==> src/rtl/bram_stream_loader.sv <==
// Port-side controller for a synchronous-read block RAM: streams words in
// (LOAD) to consecutive addresses from 0, or streams RAM contents out (DUMP).
module bram_stream_loader #(
  parameter int unsigned DATA_W = 20,
  parameter int unsigned ADDR_W = 6,
  parameter int unsigned DEPTH  = 64
) (
  input  logic              clk,
  input  logic              rst_n,
  input  logic              load_start,
  input  logic              dump_start,
  input  logic              s_valid,
  input  logic [DATA_W-1:0] s_data,
  output logic              s_ready,
  output logic              m_valid,
  output logic [DATA_W-1:0] m_data,
  input  logic              m_ready,
  output logic              ram_we,
  output logic [ADDR_W-1:0] ram_addr,
  output logic [DATA_W-1:0] ram_di,
  input  logic [DATA_W-1:0] ram_do,
  output logic              busy,
  output logic              done
);

  typedef enum logic [2:0] {IDLE, LOAD, RD, CAP, HOLD, FIN} state_t;

  localparam logic [ADDR_W-1:0] LAST = ADDR_W'(DEPTH - 1);

  state_t            state;
  logic [ADDR_W-1:0] addr;

  // Write strobe follows s_valid in the same cycle so no accepted word is delayed.
  assign ram_we   = (state == LOAD) && s_valid;
  assign ram_addr = addr;
  assign ram_di   = s_data;

  // Status outputs are registered alongside the state transition that implies them.
  always_ff @(posedge clk) begin
    if (!rst_n) begin
      state   <= IDLE;
      addr    <= '0;
      s_ready <= 1'b0;
      m_valid <= 1'b0;
      m_data  <= '0;
      busy    <= 1'b0;
      done    <= 1'b0;
    end else begin
      case (state)
        IDLE: begin
          done <= 1'b0;
          addr <= '0;
          if (load_start) begin
            state   <= LOAD;
            s_ready <= 1'b1;
            busy    <= 1'b1;
          end else if (dump_start) begin
            state <= RD;
            busy  <= 1'b1;
          end
        end
        LOAD: begin
          if (s_valid) begin
            if (addr == LAST) begin
              state   <= FIN;
              s_ready <= 1'b0;
              done    <= 1'b1;
            end else begin
              addr <= addr + ADDR_W'(1);
            end
          end
        end
        RD: state <= CAP;
        CAP: begin
          m_data  <= ram_do;
          m_valid <= 1'b1;
          state   <= HOLD;
        end
        HOLD: begin
          if (m_ready) begin
            m_valid <= 1'b0;
            if (addr == LAST) begin
              state <= FIN;
              done  <= 1'b1;
            end else begin
              addr  <= addr + ADDR_W'(1);
              state <= RD;
            end
          end
        end
        FIN: begin
          state <= IDLE;
          addr  <= '0;
          done  <= 1'b0;
          busy  <= 1'b0;
        end
        default: begin
          state   <= IDLE;
          addr    <= '0;
          s_ready <= 1'b0;
          m_valid <= 1'b0;
          done    <= 1'b0;
          busy    <= 1'b0;
        end
      endcase
    end
  end

endmodule

==> config.mk <==
export PLATFORM = sky130hd
export DESIGN_NAME = bram_stream_loader
export DESIGN_NICKNAME = d
export VERILOG_FILES = /design/src/rtl/bram_stream_loader.sv
export SDC_FILE = /design/constraint.sdc
export NUM_CORES = 1
export LEC_CHECK = 0
export CAP_MARGIN = 20
export CORE_ASPECT_RATIO = 0.6
export CORE_MARGIN = 2
export CORE_UTILIZATION = 38
export DETAILED_ROUTE_END_ITERATION = 6
export GPL_TIMING_DRIVEN = 0
export PLACE_DENSITY_LB_ADDON = 0.25
export SETUP_SLACK_MARGIN = 0.02
export SLEW_MARGIN = 20
export SYNTH_ARGS = -nofsm -noshare
export SYNTH_HDL_FRONTEND = slang
export SYNTH_SLANG_ARGS = --single-unit
==> constraint.sdc <==
create_clock -name clk -period 2.1 [get_ports clk]
set_input_delay 0.21 -clock clk [delete_from_list [all_inputs] [get_ports clk]]
set_output_delay 0.21 -clock clk [all_outputs]
set_load 0.01 [all_outputs]
==> results of run 1 <==
## registers in the layout, indices dropped and copies added (netlist names)
signal    count
busy          1
done          1
m_data       20
m_valid       1
ram_addr      6
s_ready       1
state         3
## cell families (layout without fill, tap and decap cells)
kind of cell	count (synthesis)	in the layout	synth area share [%]
fa+ha+maj	2	2	1.51
simple gates	86	86	24.9
flops	33	33	39.8
buf+inv	34	117	12.9
compound gates	48	48	20.9
## path summary, 6_finish.rpt
kind	endpoint	slack, ns	depth (start not counted)
setup / recovery	ram_addr[3]	0.14	6
hold / removal	ram_addr[2]	0.33	3
setup reg to reg	ram_addr[3]	0.14	6
hold reg to reg	m_data[1]	0.46	2
## worst register-to-register path: stages (launching register included)
cell and delay, ns:
dfxtp_2 0.40, clkbuf_4 0.22, inv_1 0.05, ha_1 0.22, a211o_1 0.33, or4_1 0.53, a21oi_1 0.14
## placed cells by master, fill, tap and decap left out, drive strengths merged, types with 2 or more instances in the layout
master         Yosys  final
nor2               7      7
nor2b              2      2
clkbuf             7     15
nand3              4      4
inv                3      3
o211ai             2      2
o311ai             2      2
o32ai              3      3
dfxtp             33     33
and3               4      4
ha                 2      2
and2               4      4
nand3b             3      3
nand2b             2      2
buf               24     23
a21boi            20     20
clkdlybuf4s50      0     75
a21oi              8      8
nor4b              2      2
or4                2      2
o31ai              2      2
nand2             51     51
nor3               2      2
or2                2      2
o21ai              3      3
## timing repair
action                                  CTS  global route
cloned                                    0             0
endpoints found under the setup margin    1             2
buffers inserted                          0             0
resized for setup                         1             2
## where the power goes
group	switching (mW)	total [mW]	internal (mW)
sequential	0.0750	0.793	0.718
combinational	0.471	0.929	0.458
clock	0.231	0.618	0.387
## routing by layer
layer / track usage [%] / part of all wire, %
met1: 26.4 / 51
met4: 4.48 / 0.69
met3: 4.93 / 8.5
met2: 24.0 / 40
met5: 0 / 0
## layout make-up
type,count,area (µm²)
fillers,366,1540
multi-input cells,136,787
repair buffers,75,751
flip-flops and latches,33,662
plain buffers,31,206
clock buffers,7,86.3
well taps,60,75.1
clock inverters,1,30.0
inverters,3,11.3
==> results by group, run 1 <==
Worst setup path
  • CP startpoint: state[2]
  • Critical path required time: 2.32 ns
  • Setup Crit Path Kind: reg2reg
  • Slowest CP cell: or4_1
  • Startpoint Class: flop
  • Max incr delay on CP: 0.53 ns
  • Arr. time, crit path: 2.18 ns
  • Kind of end point of the critical path: flop
  • Crit Reg-Reg Startpoint: state[2]
  • WP buf/inv: 2
  • Cell-by-cell trace of the critical path: clkbuf_4 > inv_1 > ha_1 > a211o_1 > or4_1 > a21oi_1
  • CP max FO: 10
  • CP delay by family, top: simple AND/OR/NAND/NOR gates

Yosys
  • Largest cells by area after synthesis: dfxtp_1 (40%), nand2_1 (12%), a21boi_0 (9.0%), buf_4 (9.0%), a21oi_1 (2.4%)
  • Top-area cell type share of the netlist area: 39.8%
  • Top_reg_cell synth: dfxtp_1
  • Sequential share of the synthesized area: 39.8%
  • Yosys reg bits: 33
  • Yosys warnings: 0
  • Count leader, synth: nand2_1
  • Avg Inst Size Synth: 8.19 µm²
  • Mapped cell area: 1660 µm²
  • Cell variety after synth: 38
  • Gate Count Post-Synth: 203
  • Post-synth EDFFs: 0
  • Synth area leader: dfxtp_1
  • Synth Net Count: 251
  • Commonest cells post-synth: nand2_1 (51), dfxtp_1 (33), a21boi_0 (20), buf_4 (20), a21oi_1 (8)
  • Ys async rst share: 0%

Global routing
  • Total grt overflow: 0
  • Initial antenna violation count: 0
  • Gr usage total: 17.4%
  • Largest net degree at the start of global routing: 11
  • Number of global-route vias before repair: 1,495
  • First-pass GRT wire length: 6910 µm

Detailed routing
  • WL/cell: 12.1 µm
  • Drt drc: 0
  • Router iterations before antenna repair: 4
  • Routed Antenna Nets: 0
  • DR vias/cell: 4.78
  • Routed WL: 4190 µm
  • 1st-iter DRT viols: 39
  • Via count: 1,655

Placement
  • PortBufs: 75
  • Placed cell areas: 2490 µm²
  • Setup slack after placement: 0.0572 ns
  • DP HPWL: 3130 µm
  • Placer Congestion: 0.855
  • Dpl cells: 338

Run
  • Max Cap Viol: 0

Finish
  • Nets: 333
  • Area Overhead vs Synth: 57.0%
  • Non-Filler Instances: 346
  • ANT cells: 0
  • Util after Layout: 63.0%
  • Final Cell Area: 2610 µm²
  • Share of layout cells above drive strength 1: 12.6%

Floorplanning
  • Top Ports: 97
  • Die Width: 89.4 µm
  • Die ar.: 4930 µm²
  • Total core area: 4140 µm²
  • Die Y: 55.2 µm
  • Core Rows: 18
  • Initial core utilization: 40.1%

Min path
  • Worst min path class: in2reg
  • Hold path start: rst_n

Timing
  • TNS Setup: 0 ns
  • Tcrit/Tclk final: 93.5%
  • Final WS setup: 0.137 ns
  • Maximum clock rate: 0.509 GHz
  • Final setup vio count: 0
  • Final clock skew: 0.00211 ns
  • Hold Vio Cnt, Final: 0
  • Unrepaired setup endpoints after global routing: no
  • Worst Tran Pin Value: 0.567 ns
  • Final Max Tran Viols: 0
  • Worst Hold Margin: 0.329 ns
  • Period minus WS final: 1.96 ns
  • Rel. slew slack: 61.8%

Outcome
  • Status: finished clean

CTS
  • Cts hold-fix bufs: 0
  • Reg clk slew, reported paths: 0.07 ns
  • Root buf cell: clkbuf_8
  • Cts bufs inserted: 5
  • TritonCTS clock tree: done
  • # H-tree levels: 2
  • Worst-Skew Late Latency: 0.28 ns
  • Clock sink total: 33
  • CTS max path bufs: 2

Power
  • Max IR drop VDD: 0.568 mV
  • Cell Pwr Density: 897 nW/µm²
  • Leak: 0.943 nW
  • Pwr Total: 2.34 mW
(Power assumes the default switching activity.)
==> inputs of run 2 (changes only) <==
CORE_MARGIN = unset   (was 2)
==> run 2 against run 1 <==
Clock-buffer cell count decreased by 2. Clock power increased by 15%. Sequential share of layout area decreased by 0.25 points. Highest routed layer unchanged. Largest power group unchanged. Global-route usage increased by 1.6 points. Utilization increased by 0.63 points. Die area decreased by 5.8%. Largest cell class unchanged. Power increased by 5.4%.
==> results by group, run 2 (synthesized netlist as in run 1, its figures left out) <==
Outcome
  • Status: finished clean (unchanged)

Placement
  • Placer Congestion: 0.798 (was 0.855)
  • DP HPWL: 3000 µm (was 3130 µm)
  • Dpl cells: 338 (unchanged)
  • PortBufs: 75 (unchanged)

Timing
  • Worst Tran Pin Value: 0.573 ns (was 0.567 ns)
  • Hold Vio Cnt, Final: 0 (unchanged)
  • Final Max Tran Viols: 0 (unchanged)
  • Maximum clock rate: 0.505 GHz (was 0.509 GHz)
  • Final clock skew: 0.00433 ns (was 0.00211 ns)
  • Final setup vio count: 0 (unchanged)
  • Tcrit/Tclk final: 94.3% (was 93.5%)
  • TNS Setup: 0 ns (unchanged)
  • Unrepaired setup endpoints after global routing: no (unchanged)
  • Worst Hold Margin: 0.363 ns (was 0.329 ns)
  • Rel. slew slack: 61.4% (was 61.8%)
  • Period minus WS final: 1.98 ns (was 1.96 ns)

Global routing
  • Gr usage total: 18.9% (was 17.4%)
  • Number of global-route vias before repair: 1,426 (was 1,495)
  • First-pass GRT wire length: 6680 µm (was 6910 µm)
  • Largest net degree at the start of global routing: 12 (was 11)
  • Initial antenna violation count: 0 (unchanged)
  • Total grt overflow: 0 (unchanged)

Detailed routing
  • 1st-iter DRT viols: 75 (was 39)
  • Via count: 1,656 (was 1,655)
  • Routed Antenna Nets: 0 (unchanged)
  • DR vias/cell: 4.79 (was 4.78)
  • Drt drc: 0 (unchanged)
  • WL/cell: 12.3 µm (was 12.1 µm)
  • Routed WL: 4260 µm (was 4190 µm)
  • Router iterations before antenna repair: 4 (unchanged)

Worst setup path
  • Critical path required time: 2.31 ns (was 2.32 ns)
  • Kind of end point of the critical path: flop (unchanged)
  • Reg2Reg Depth: 6 (unchanged)
  • Setup Crit Path Kind: reg2reg (unchanged)
  • Reg-to-reg setup timing slack: 0.12 ns (was 0.14 ns)
  • Worst setup path end: ram_addr[3] (unchanged)
  • Arr. time, crit path: 2.19 ns (was 2.18 ns)
  • CP max FO: 10 (unchanged)
  • CP startpoint: state[2] (unchanged)
  • Startpoint Class: flop (unchanged)
  • R2R Path End: ram_addr[3] (unchanged)
  • Crit Reg-Reg Startpoint: state[2] (unchanged)

CTS
  • Root buf cell: clkbuf_8 (unchanged)
  • # H-tree levels: 2 (unchanged)
  • TritonCTS clock tree: done (unchanged)
  • Cts bufs inserted: 5 (unchanged)
  • Clock sink total: 33 (unchanged)
  • CTS max path bufs: 2 (unchanged)
  • Reg clk slew, reported paths: 0.07 ns (about the same)
  • Post-CTS Setup Inserts: 0 (unchanged)
  • Worst-Skew Late Latency: 0.29 ns (was 0.28 ns)

Finish
  • Reg with most FFs: m_data (unchanged)
  • Share of layout cells above drive strength 1: 13.3% (was 12.6%)
  • Max FFs per register: 20 (unchanged)
  • Non-Filler Instances: 346 (unchanged)
  • Util after Layout: 63.6% (was 63.0%)
  • ANT cells: 0 (unchanged)
  • Area Overhead vs Synth: 58.6% (was 57.0%)
  • Nets: 333 (unchanged)
  • Most frequent cells in the layout: clkdlybuf4s50_1 (75), nand2_1 (51), dfxtp_1 (32) (unchanged)
  • Commonest non-fill, non-tap cell in the layout: clkdlybuf4s50_1 (unchanged)

Power
  • Comb pwr share: 38.8% (was 39.7%)
  • Seq pwr share: 32.3% (was 33.9%)
  • Cell Pwr Density: 935 nW/µm² (was 897 nW/µm²)
  • Max IR drop VDD: 0.579 mV (was 0.568 mV)
  • Pwr Total: 2.46 mW (was 2.34 mW)
  • Internal Power: 1.66 mW (was 1.56 mW)
  • Switching Share: 32.7% (was 33.2%)
  • Clock power share: 28.9% (was 26.4%)
  • NetSw: 0.805 mW (was 0.777 mW)
  • Leak: 0.952 nW (was 0.943 nW)

Floorplanning
  • Total core area: 4140 µm² (unchanged)
  • Die Y: 53.2 µm (was 55.2 µm)
  • Core Rows: 18 (unchanged)
  • Top Ports: 97 (unchanged)
  • Die Width: 87.4 µm (was 89.4 µm)
  • Die ar.: 4650 µm² (was 4930 µm²)
  • Initial core utilization: 40.1% (unchanged)

Min path
  • Worst min path class: in2reg (unchanged)

Run
  • Max Cap Viol: 0 (unchanged)
[run 2: changes by cell type in the layout (fill, tap and decap cells not counted), sizes merged]
cell,previous run,this run
clkbuf,15,13
bufinv,1,2
clkinv,0,1
[run 2: power groups by stage]
stage	clock (mW)	combinational, mW	sequential, mW
6_report	0.713	0.956	0.796
5_1_grt	0.755	1.04	0.806
4_1_cts	0.723	0.929	0.792
3_5_place_dp	0	0.916	0.804
3_3_place_gp	0	0.905	0.802
2_1_floorplan	0	0.543	0.822
[run 2: worst min path at each step]
stage               startpoint     endpoint  slack (ns)  depth (start not counted)
floorplan            ram_do[0]    m_data[0]        0.35                          2
global placement    m_data[12]   m_data[12]        0.45                          2
detailed placement   m_data[3]    m_data[3]        0.46                          2
CTS                      rst_n  ram_addr[2]        0.35                          3
global route             rst_n     state[1]        0.39                          2
finish                   rst_n  ram_addr[2]        0.36                          3
[run 2: timing repair]
item / CTS / global route
resized for setup: 1 / 3
setup endpoints to repair: 1 / 2
hold buffers: 0 / 0
[run 2: critical path, stage by stage (launching register included)]
cell	delay (ns)
dfxtp_2	0.41
clkbuf_4	0.22
inv_1	0.05
ha_1	0.24
a211o_4	0.32
or4_1	0.51
a21oi_1	0.15
[run 2: per-stage QoR]
stage                     cell area [µm²]  setup WS, ns
after floorplan                      1660         0.250
after global placement               2490        0.0604
after detailed placement             2490        0.0369
after CTS                            2620        0.0225
after global routing                 2640        0.0332
final                                2640         0.119
[run 2: metal layers]
metal	track usage (%)	part of all wire (%)
met3	6.24	8.7
met5	0	0
met1	26.4	52
met2	27.1	38
met4	6.56	1.0
[run 2: layout make-up]
cell class | count | area, µm²
clock buffers | 5 | 68.8
well taps | 60 | 75.1
plain buffers | 31 | 206
fillers | 360 | 1510
multi-input cells | 136 | 796
clock inverters | 3 | 65.1
flip-flops and latches | 33 | 662
repair buffers | 75 | 751
inverters | 3 | 11.3
==> inputs of run 3 (changes only) <==
CAP_MARGIN = unset   (was 20)
==> results of run 3 <==
Same layout as run 2: the final DEF is identical, and so are final timing and power.
